[config.mk]
export PLATFORM = sky130hd
export DESIGN_NAME = mem_access_stage
export DESIGN_NICKNAME = d
export VERILOG_FILES = /design/src/rtl/mem_access_stage.sv
export SDC_FILE = /design/constraint.sdc
export NUM_CORES = 1
export LEC_CHECK = 0
export CAP_MARGIN = 20
export CORE_AREA = 3 3 100 102
export CTS_CLUSTER_SIZE = 28
export DETAILED_ROUTE_END_ITERATION = 8
export DIE_AREA = 0 0 103 105
export PLACE_DENSITY_LB_ADDON = 0.05
export SYNTH_ARGS = -nofsm -noshare
export SYNTH_HDL_FRONTEND = slang
export SYNTH_SLANG_ARGS = --single-unit
export TNS_END_PERCENT = 5
[constraint.sdc]
create_clock -name clk -period 2.45 [get_ports clk]
set_clock_uncertainty 0.2 [all_clocks]
set_input_delay 0.245 -clock clk [delete_from_list [all_inputs] [get_ports clk]]
set_output_delay 0.245 -clock clk [all_outputs]
set_load 0.03 [all_outputs]
[src/rtl/mem_access_stage.sv]
// Memory-access pipeline stage: forwards non-memory ops to writeback in one cycle and
// runs load/store req/ack transactions on the data-memory port, with a timeout watchdog.
module mem_access_stage #(
  parameter int DATA_W     = 16,
  parameter int REG_W      = 3,
  parameter int CTRL_W     = 8,
  parameter int WAIT_LIMIT = 15
) (
  input  logic              clk,
  input  logic              rst_n,
  input  logic              in_valid,
  input  logic [CTRL_W-1:0] controlSignals_in,
  input  logic [DATA_W-1:0] ALUData_in,
  input  logic [DATA_W-1:0] ReadData2_in,
  input  logic [REG_W-1:0]  WriteAdd_in,
  output logic              stall_out,
  output logic              mem_req,
  output logic              mem_we,
  output logic [DATA_W-1:0] mem_addr,
  output logic [DATA_W-1:0] mem_wdata,
  input  logic [DATA_W-1:0] mem_rdata,
  input  logic              mem_ack,
  output logic              wb_valid,
  output logic [CTRL_W-1:0] controlSignals_out,
  output logic [DATA_W-1:0] MemData_out,
  output logic [DATA_W-1:0] ALUData_out,
  output logic [REG_W-1:0]  WriteAdd_out,
  output logic              mem_err
);

  localparam int CNT_W      = $clog2(WAIT_LIMIT + 1);
  localparam int MEM_READ   = 0;
  localparam int MEM_WRITE  = 1;
  localparam int REG_WRITE  = 2;
  localparam int MEM_TO_REG = 3;

  typedef enum logic {IDLE, ACCESS} state_t;

  state_t            state;
  logic [CTRL_W-1:0] hold_ctrl;
  logic [DATA_W-1:0] hold_addr;
  logic [REG_W-1:0]  hold_dest;
  logic [CNT_W-1:0]  wait_cnt;
  logic              is_mem_op;
  logic              wait_expired;
  logic [CTRL_W-1:0] abort_ctrl;

  assign is_mem_op    = controlSignals_in[MEM_READ] | controlSignals_in[MEM_WRITE];
  assign wait_expired = (wait_cnt == CNT_W'(WAIT_LIMIT - 1));
  assign stall_out    = (state == ACCESS);

  // An aborted load must not write a register: strip RegWrite and MemToReg.
  always_comb begin
    abort_ctrl             = hold_ctrl;
    abort_ctrl[REG_WRITE]  = 1'b0;
    abort_ctrl[MEM_TO_REG] = 1'b0;
  end

  // NOTE: sequential state uses non-blocking assignments only, and every register
  // (including the holding regs) is cleared by the async reset so a reset mid-transaction
  // drops mem_req at once and leaves nothing stale behind.
  always_ff @(posedge clk or negedge rst_n) begin
    if (!rst_n) begin
      state              <= IDLE;
      hold_ctrl          <= '0;
      hold_addr          <= '0;
      hold_dest          <= '0;
      wait_cnt           <= '0;
      mem_req            <= 1'b0;
      mem_we             <= 1'b0;
      mem_addr           <= '0;
      mem_wdata          <= '0;
      wb_valid           <= 1'b0;
      controlSignals_out <= '0;
      MemData_out        <= '0;
      ALUData_out        <= '0;
      WriteAdd_out       <= '0;
      mem_err            <= 1'b0;
    end else begin
      case (state)
        IDLE: begin
          wb_valid           <= 1'b0;
          controlSignals_out <= '0;
          if (in_valid) begin
            if (is_mem_op) begin
              hold_ctrl <= controlSignals_in;
              hold_addr <= ALUData_in;
              hold_dest <= WriteAdd_in;
              mem_req   <= 1'b1;
              mem_we    <= controlSignals_in[MEM_WRITE];
              mem_addr  <= ALUData_in;
              mem_wdata <= ReadData2_in;
              wait_cnt  <= '0;
              state     <= ACCESS;
            end else begin
              wb_valid           <= 1'b1;
              controlSignals_out <= controlSignals_in;
              ALUData_out        <= ALUData_in;
              WriteAdd_out       <= WriteAdd_in;
              MemData_out        <= '0;
            end
          end
        end

        ACCESS: begin
          // An ack on the last permitted cycle still completes the transaction.
          if (mem_ack) begin
            mem_req            <= 1'b0;
            wb_valid           <= 1'b1;
            controlSignals_out <= hold_ctrl;
            ALUData_out        <= hold_addr;
            WriteAdd_out       <= hold_dest;
            MemData_out        <= mem_we ? '0 : mem_rdata;
            state              <= IDLE;
          end else if (wait_expired) begin
            mem_req            <= 1'b0;
            mem_err            <= 1'b1;
            wb_valid           <= 1'b1;
            controlSignals_out <= abort_ctrl;
            ALUData_out        <= hold_addr;
            WriteAdd_out       <= hold_dest;
            MemData_out        <= '0;
            state              <= IDLE;
          end else begin
            wait_cnt <= wait_cnt + CNT_W'(1);
          end
        end

        default: state <= IDLE;
      endcase
    end
  end

endmodule

Word-level counts from Yosys, hierarchy flattened. Cells that the tools add are included. W data, S select, Z words.

Register bits: 95. Latch bits: 0. RAM bits: 0. Bits in read-only memories: 0. Input port bits: 63. Output and inout bits: 80. Word-level logic and storage cells: 71. Memories kept: 0.

$add $sub $neg: 1. Multiply operators: 0. Divide/modulo/power cells: 0. Order comparisons: 0. Equality and inequality tests: 7. Shift-type cells: 0. Multiplexer cells: 41. Bitwise gates (word level): 3. Reductions and logical operators: 5.

Operators with widths (count): $mux W16 (9); $pmux W16 S2 (2); $mux W8 (4); $mux W4 (4); $pmux W8 S2 (1); $mux W1 (12); $mux W3 (4); $reduce_and A3 Y1 (4); $ne A2 B2 Y1 const B (5); $pmux W4 S2 (1); $pmux W1 S2 (3); $pmux W3 S2 (1); $add A4 B1 Y4 const B (1); $eq A4 B4 Y1 const B (1); $reduce_and A4 Y1 (1); $ne A3 B2 Y1 const B (1); $not A1 Y1 (2); $or A1 B1 Y1 (1).

Logic depth before layout (Yosys ltp). Gate-level depths: netlist of the first run.

Depth after elaboration: 4. Gate-level depth with buffers: 7. Mapped depth without buffers: 5.

Worst setup path after synthesis of the first run. No wires, ideal clock.

Kind: reg-to-reg. Start: register state, in the netlist stall_out. End: register hold_addr[0]. Library setup time: 127 ps. Arrival time: 1518 ps. Data required time: 2123 ps. Path slack: 605 ps. Cell stages (with the launch flop): 5. Buffers on the path: 1. Period minus slack after synthesis: 1845 ps. Cell sequence: dfrtp_1 nand2b_1 nor2_4 buf_6 mux2_1.

Cells in the longest elaborated chain, start to end: 2.

RTL lines: from (decl) (RTL line 39) `state_t state;`; from (signal assigned) (RTL line 64) `state <= IDLE;`; from (signal assigned) (RTL line 94) `state <= ACCESS;`; from (signal assigned) (RTL line 114) `state <= IDLE;`; $not A1 Y1 (no line); $reduce_and A3 Y1 (no line); to (signal assigned) (RTL line 87) `hold_addr <= ALUData_in;`; to (decl) (RTL line 41) `logic [DATA_W-1:0] hold_addr;`.

Every way passes these cells. A chain may end at the register's enable or synchronous reset.

Worst setup path after layout of the first run.
Start: register wait_cnt[0]. End: register MemData_out[13].

Cells in the longest elaborated chain, start to end: 3.

RTL lines: from (decl) (RTL line 43) `logic [CNT_W-1:0] wait_cnt;`; from (signal assigned) (RTL line 125) `wait_cnt <= wait_cnt + CNT_W'(1);`; $eq A4 B4 Y1 (RTL line 49) `assign wait_expired = (wait_cnt == CNT_W'(WAIT_LIMIT - 1));`; $ne A3 B2 Y1 (no line); $reduce_and A3 Y1 (no line); to (signal assigned) (RTL line 113) `MemData_out <= mem_we ? '0 : mem_rdata;`; to (decl) (RTL line 25) `output logic [DATA_W-1:0] MemData_out,`.

Every way passes these cells.

==> run metrics, run 1 <==
Sum Neg Setup Slack=0 ns; Setup CP Type=flip-flop to flip-flop; GP Congestion=0.7601; Commonest cells post-synth=94 x dfrtp_1, 43 x mux2_1, 23 x inv_1, 23 x nor3_1, 21 x mux2i_1; Final Cycle Share=88.38%; Synth Instances=304; PostCTS Resize Cnt=0; clock tree sinks=94; Synth top area share=57.51%; Pleak=0.002465 uW; status=finished clean; Synth area leaders=dfrtp_1 58%, mux2_1 12%, mux2i_1 5.1%; WP data required=2.54 ns; DRT iter0 DRCs=69; clock power share=19.2%; sequential fraction of design power=40.8%; crit start category=flip-flop; min Tclk post-route=2.165 ns; HPWL Detailed=6714 um; crit path capture type=flip-flop; Multi-input gate area=1524 um2; CP max FO=16; part of the Yosys area used for sequential elements=57.51%; Unique masters post-synth=36; Clock Latency Late Sink=0.36 ns; vias post-DR=3,016; Sw Share=36.67%; share of cells above drive strength 1=10.50%; All-Layer GR Usage=18.58%; # DRC=0; vias in the first global route=3,107; Die W=103 um; final WL=9776 um; # rows=35; endpoints failing hold=0; CTS Root Buffer Type=clkbuf_8; # nets final=517; Initial Utilization=44.48%; Slew HR=52.79%; max_cap viols=0; peak supply drop=0.0003971 V; Net Switching=1978 uW; wire length of the first global-routing pass=15,750 um; ys flop type=dfrtp_1; Final Setup Violations=0; Core Area=9196 um2; Syn Std Cell Area=4090 um2; Max Freq=461.8 MHz; TritonCTS Buffers=9; non-filler instance count after layout=568; ANT cells=0; Post-Syn Nets=369; chip height=105 um; area delta synth->final=43.99%; crit path DAT=2.26 ns; register area=2352 um2; Yosys reg bits=94; PwrDens=916.1 nW/um2; worst slew pin tran=0.7081 ns; htree depth=3; dpl cells=551; Fillers=727; antenna violations before repair=0; CTS tree=yes; Clock Tree Buf Depth=2; combinational cell fraction of total power=40.0%; Slew Viols, Final=0; count leader, synth=dfrtp_1; routed len/inst=17.21 um; Top Ports=143; Post-synth ARST share=100.0%; RSZ-0062 raised after global routing=no; Mapped Avg Cell Area=13.45 um2; die footprint=10,820 um2; CTS clk-pin slew, worst paths=0.10 ns; HP Class=input pin to asynchronous set/reset pin; Final ANT Viol Nets=0; Synth Warn #=0; Pint=3417 uW; leading area contributor after synthesis=dfrtp_1; Via-to-Cell Ratio=5.310; gr ovfl total=0; largest net degree at the start of global routing=45; Pre-Repair DR Iteration Count=4; EDFF count, synth=0; port bufs=142
what timing repair did:
action | CTS | global route
hold endpoints to repair | 28 | 0
hold buffers | 1 | 0
setup buffers | 0 | 0
power by group through the flow:
| stage | Clock, uW | Combinational, uW | Sequential, uW |
|---|---|---|---|
| global placement | 0 | 2150 | 2220 |
| CTS | 1070 | 2190 | 2200 |
| global route | 1140 | 2290 | 2260 |
| detailed placement | 0 | 2180 | 2230 |
| finish | 1040 | 2160 | 2200 |
| floorplan | 0 | 595 | 2830 |
registers in the layout, summed over array words and instances (netlist names), 3 cells and up:
signal              flops
WriteAdd_out            3
mem_wdata              16
hold_addr              16
ALUData_out            16
controlSignals_out      8
MemData_out            16
wait_cnt                4
hold_ctrl               8
hold_dest               3
worst paths after layout:
| path | slack, ns | cells past startpoint | end | start |
|---|---|---|---|---|
| setup / recovery | 0.28 | 5 | MemData_out[13]$_DFFE_PN0P_ | wait_cnt[0]$_DFFE_PN0P_ |
| hold / removal | 0.15 | 2 | hold_addr[9]$_DFFE_PN0P_ | rst_n |
| setup reg to reg | 0.28 | 5 | MemData_out[13]$_DFFE_PN0P_ | wait_cnt[0]$_DFFE_PN0P_ |
| hold reg to reg | 0.28 | 1 | mem_err$_DFFE_PN0P_ | mem_err$_DFFE_PN0P_ |
| max in group asynchronous | 1.23 | 3 | hold_dest[1]$_DFFE_PN0P_ | rst_n |
| min in group clk | 0.28 | 1 | mem_err$_DFFE_PN0P_ | mem_err$_DFFE_PN0P_ |
logic make-up after synthesis:
family | after synthesis | share of synthesized area [%]
AO/OA/AOI/OAI | 60 | 13.92
AND/OR/NAND/NOR | 39 | 5.384
buffers and inverters | 44 | 5.384
multiplexers | 64 | 16.98
adder cells (fa/ha/maj) | 2 | 0.6117
flip-flops | 94 | 57.51
XOR/XNOR | 1 | 0.2142
final cells by class:
type                            instances  area share, %
Sequential cell                        94          39.94
Multi-Input combinational cell        166          25.88
Clock buffer                           11          2.401
Clock inverter                          5         0.9985
Inverter                               24          1.530
Tap cell                              111          2.358
Timing Repair Buffer                  157          26.90
critical path, stage by stage, from the launching register on:
cell,delay [ns]
dfrtp_1,0.42
inv_1,0.07
ha_1,0.21
and3_1,0.31
o22ai_2,0.64
a22o_1,0.26
layer usage:
metal  global-route usage, %  routed length [um]  vias to the layer above
met4                   4.163                  83                        0
met5                       0                   0                        -
met2                   29.33                4655                       87
li1                        -                   -                     1409
met3                   6.542                 734                        6
met1                   24.55                4303                     1514
cell usage in the layout, fill, tap and decap left out, types with 6 or more instances in the layout:
| master | synthesis | layout |
|---|---|---|
| a22o_1 | 16 | 16 |
| dfrtp_1 | 94 | 94 |
| clkdlybuf4s50_1 | 0 | 141 |
| mux2_1 | 43 | 43 |
| a221oi_1 | 6 | 6 |
| nor3_1 | 23 | 23 |
| inv_1 | 23 | 23 |
| buf_4 | 4 | 11 |
| a221oi_2 | 13 | 13 |
| clkbuf_8 | 0 | 10 |
| mux2i_1 | 21 | 21 |
per-stage QoR:
stage	setup slack, ns	util (%)	total power (uW)	hold WS [ns]	instance area, um2
CTS	0.2804	64.04	5460	0.1507	5889
global route	0.1451	64.04	5691	0.1825	5889
floorplan	0.6048	-	3427	-0.2506	4090
detailed placement	0.2967	61.76	4409	0.008939	5679
finish	0.2846	64.04	5395	0.1502	5889
global placement	0.3358	61.76	4368	0.004125	5679
(Power assumes the default switching activity.)
==> run 2, diff against run 1 <==
--- a/config.mk
+++ b/config.mk
@@ -6,10 +6,10 @@
 export NUM_CORES = 1
 export LEC_CHECK = 0
 export CAP_MARGIN = 20
-export CORE_AREA = 3 3 100 102
+export CORE_AREA = 3 3 96 98
 export CTS_CLUSTER_SIZE = 28
 export DETAILED_ROUTE_END_ITERATION = 8
-export DIE_AREA = 0 0 103 105
+export DIE_AREA = 0 0 99 101
 export PLACE_DENSITY_LB_ADDON = 0.05
 export SYNTH_ARGS = -nofsm -noshare
 export SYNTH_HDL_FRONTEND = slang
==> constraint.sdc (replaced) <==
create_clock -name clk -period 2.76 [get_ports clk]
set_clock_uncertainty 0.2 [all_clocks]
set_input_delay 0.276 -clock clk [delete_from_list [all_inputs] [get_ports clk]]
set_output_delay 0.276 -clock clk [all_outputs]
set_load 0.03 [all_outputs]
==> run 2 against run 1 <==
Setup slack better by 0.32 ns; register-to-register slack better by 0.32 ns; total power down 10%; cell count shrank 0.88%; count of clock-buffer cells in the layout down 1; global-route usage increased by 2.0 points; sequential power down 11%; design area is 0.72% lower; sequential share of layout area increased by 0.29 points; combinational power shrank 12%; clock power down 5%; fmax up 0.43%; critical path type unchanged; largest power group unchanged.
==> run metrics, run 2 (synthesized netlist as in run 1, its figures left out) <==
status=finished clean; Final ANT Viol Nets=0; Top Ports=143; Fillers=670; CTS tree=yes; Slew HR=54.79%; port bufs=142; clock tree sinks=94; Slew Viols, Final=0; CTS clk-pin slew, worst paths=0.09 ns; HP Class=input pin to asynchronous set/reset pin; chip height=101 um; # rows=34; worst hold margin=0.2622 ns; vias in the first global route=3,292; antenna violations before repair=0; wire length of the first global-routing pass=16,450 um; WP data required=2.85 ns; max incr delay on CP=0.62 ns; DRT iter0 DRCs=90; Final Cycle Share=78.12%; gr ovfl total=0; commonest non-fill, non-tap cell in the layout=clkdlybuf4s50_1; endpoints failing hold=0; PwrDens=828.8 nW/um2; min Tclk post-route=2.156 ns; ANT cells=0; Die W=99 um; GP Congestion=0.7503; Tot Pwr=4846 uW; area delta synth->final=42.95%; # DRC=0; All-Layer GR Usage=20.55%; worst slew pin tran=0.6781 ns; max_cap viols=0; cell breakdown of the critical path=inv_1 -> ha_1 -> and3_1 -> o22ai_2 -> a22o_1; share of cells above drive strength 1=10.11%; vias post-DR=3,029; largest net degree at the start of global routing=49; crit path DAT=2.24 ns; Sum Neg Setup Slack=0 ns; RSZ-0062 raised after global routing=no; Clock Tree Buf Depth=2; TritonCTS Buffers=9; die footprint=9999 um2; routed len/inst=17.24 um; HPWL Detailed=6763 um; post-layout util=68.38%; CTS Root Buffer Type=clkbuf_8; crit path capture type=flip-flop; Setup CP Type=flip-flop to flip-flop; slowest CP cell=o22ai_2; Initial Utilization=47.83%; Via-to-Cell Ratio=5.380; Max Freq=463.8 MHz; Core Area=8551 um2; r2r worst-path depth=5; # nets final=515; final WL=9704 um; Multi-input gate area=1524 um2; Final Setup Violations=0; commonest non-fill, non-tap cells in the layout=141 x clkdlybuf4s50_1, 94 x dfrtp_1, 43 x mux2_1; PostCTS Resize Cnt=0; htree depth=3; Pre-Repair DR Iteration Count=4; Clock Latency Late Sink=0.35 ns; crit start category=flip-flop; Pleak=0.002456 uW; register area=2352 um2; CP max FO=16; peak supply drop=0.0003840 V
[run 2: cell types whose count changed in the layout (fill, tap and decap cells not counted), sizes merged]
cell      before  now
buf           15   13
bufinv         1    2
clkbuf        11   10
clkinv         2    3
clkinvlp       2    1
[run 2: power by group]
part           switching (uW)  internal, uW  total, uW  leakage (uW)
combinational            1040           865       1900       0.00122
sequential                246          1710       1960       0.00113
clock                     475           509        984      0.000106
total                    1760          3090       4850       0.00246
[run 2: final cells by class]
type,instances,share of cell area (%)
Inverter,24,1.541
Clock buffer,10,2.183
Sequential cell,94,40.23
Clock inverter,6,1.477
Timing Repair Buffer,155,26.19
Tap cell,108,2.311
Multi-Input combinational cell,166,26.06
[run 2: layer usage]
layer  vias to the layer above  wire length (um)  track usage, %
met5                         -                 0               0
met4                         0               106           5.147
met3                         9               758           6.713
met2                        96              4691           33.21
met1                      1519              4148           26.96
li1                       1405                 -               -
[run 2: critical path, delay by kind of cell (launching register included)]
kind | cells | cell delay, ns
AND/OR/NAND/NOR | 1 | 0.31
AO/OA/AOI/OAI | 2 | 0.88
adder cells (fa/ha/maj) | 1 | 0.21
flip-flops | 1 | 0.42
buffers and inverters | 1 | 0.06
[run 2: worst paths after layout]
kind,start,endpoint,slack (ns)
min in group clk,mem_err$_DFFE_PN0P_,mem_err$_DFFE_PN0P_,0.28
worst min-delay path,rst_n,hold_addr[9]$_DFFE_PN0P_,0.26
worst min register to register,mem_err$_DFFE_PN0P_,mem_err$_DFFE_PN0P_,0.28
worst max-delay path,wait_cnt[0]$_DFFE_PN0P_,MemData_out[5]$_DFFE_PN0P_,0.60
max in group asynchronous,rst_n,ALUData_out[14]$_DFFE_PN0P_,1.41
worst max register to register,wait_cnt[0]$_DFFE_PN0P_,MemData_out[5]$_DFFE_PN0P_,0.60
[run 2: repair_timing]
action / 4_1_cts / 5_1_grt
endpoints found under the hold margin: 46 / 0
setup buffers: 0 / 0
hold buffers: 1 / 0
[run 2: metrics by stage]
stage               setup slack [ns]  instances  cell area, um2
global route                  0.4427        563            5847
detailed placement            0.5009        546            5623
finish                        0.6040        563            5847
floorplan                     0.9148        304            4090
CTS                           0.5878        563            5847
global placement              0.5611        546            5623
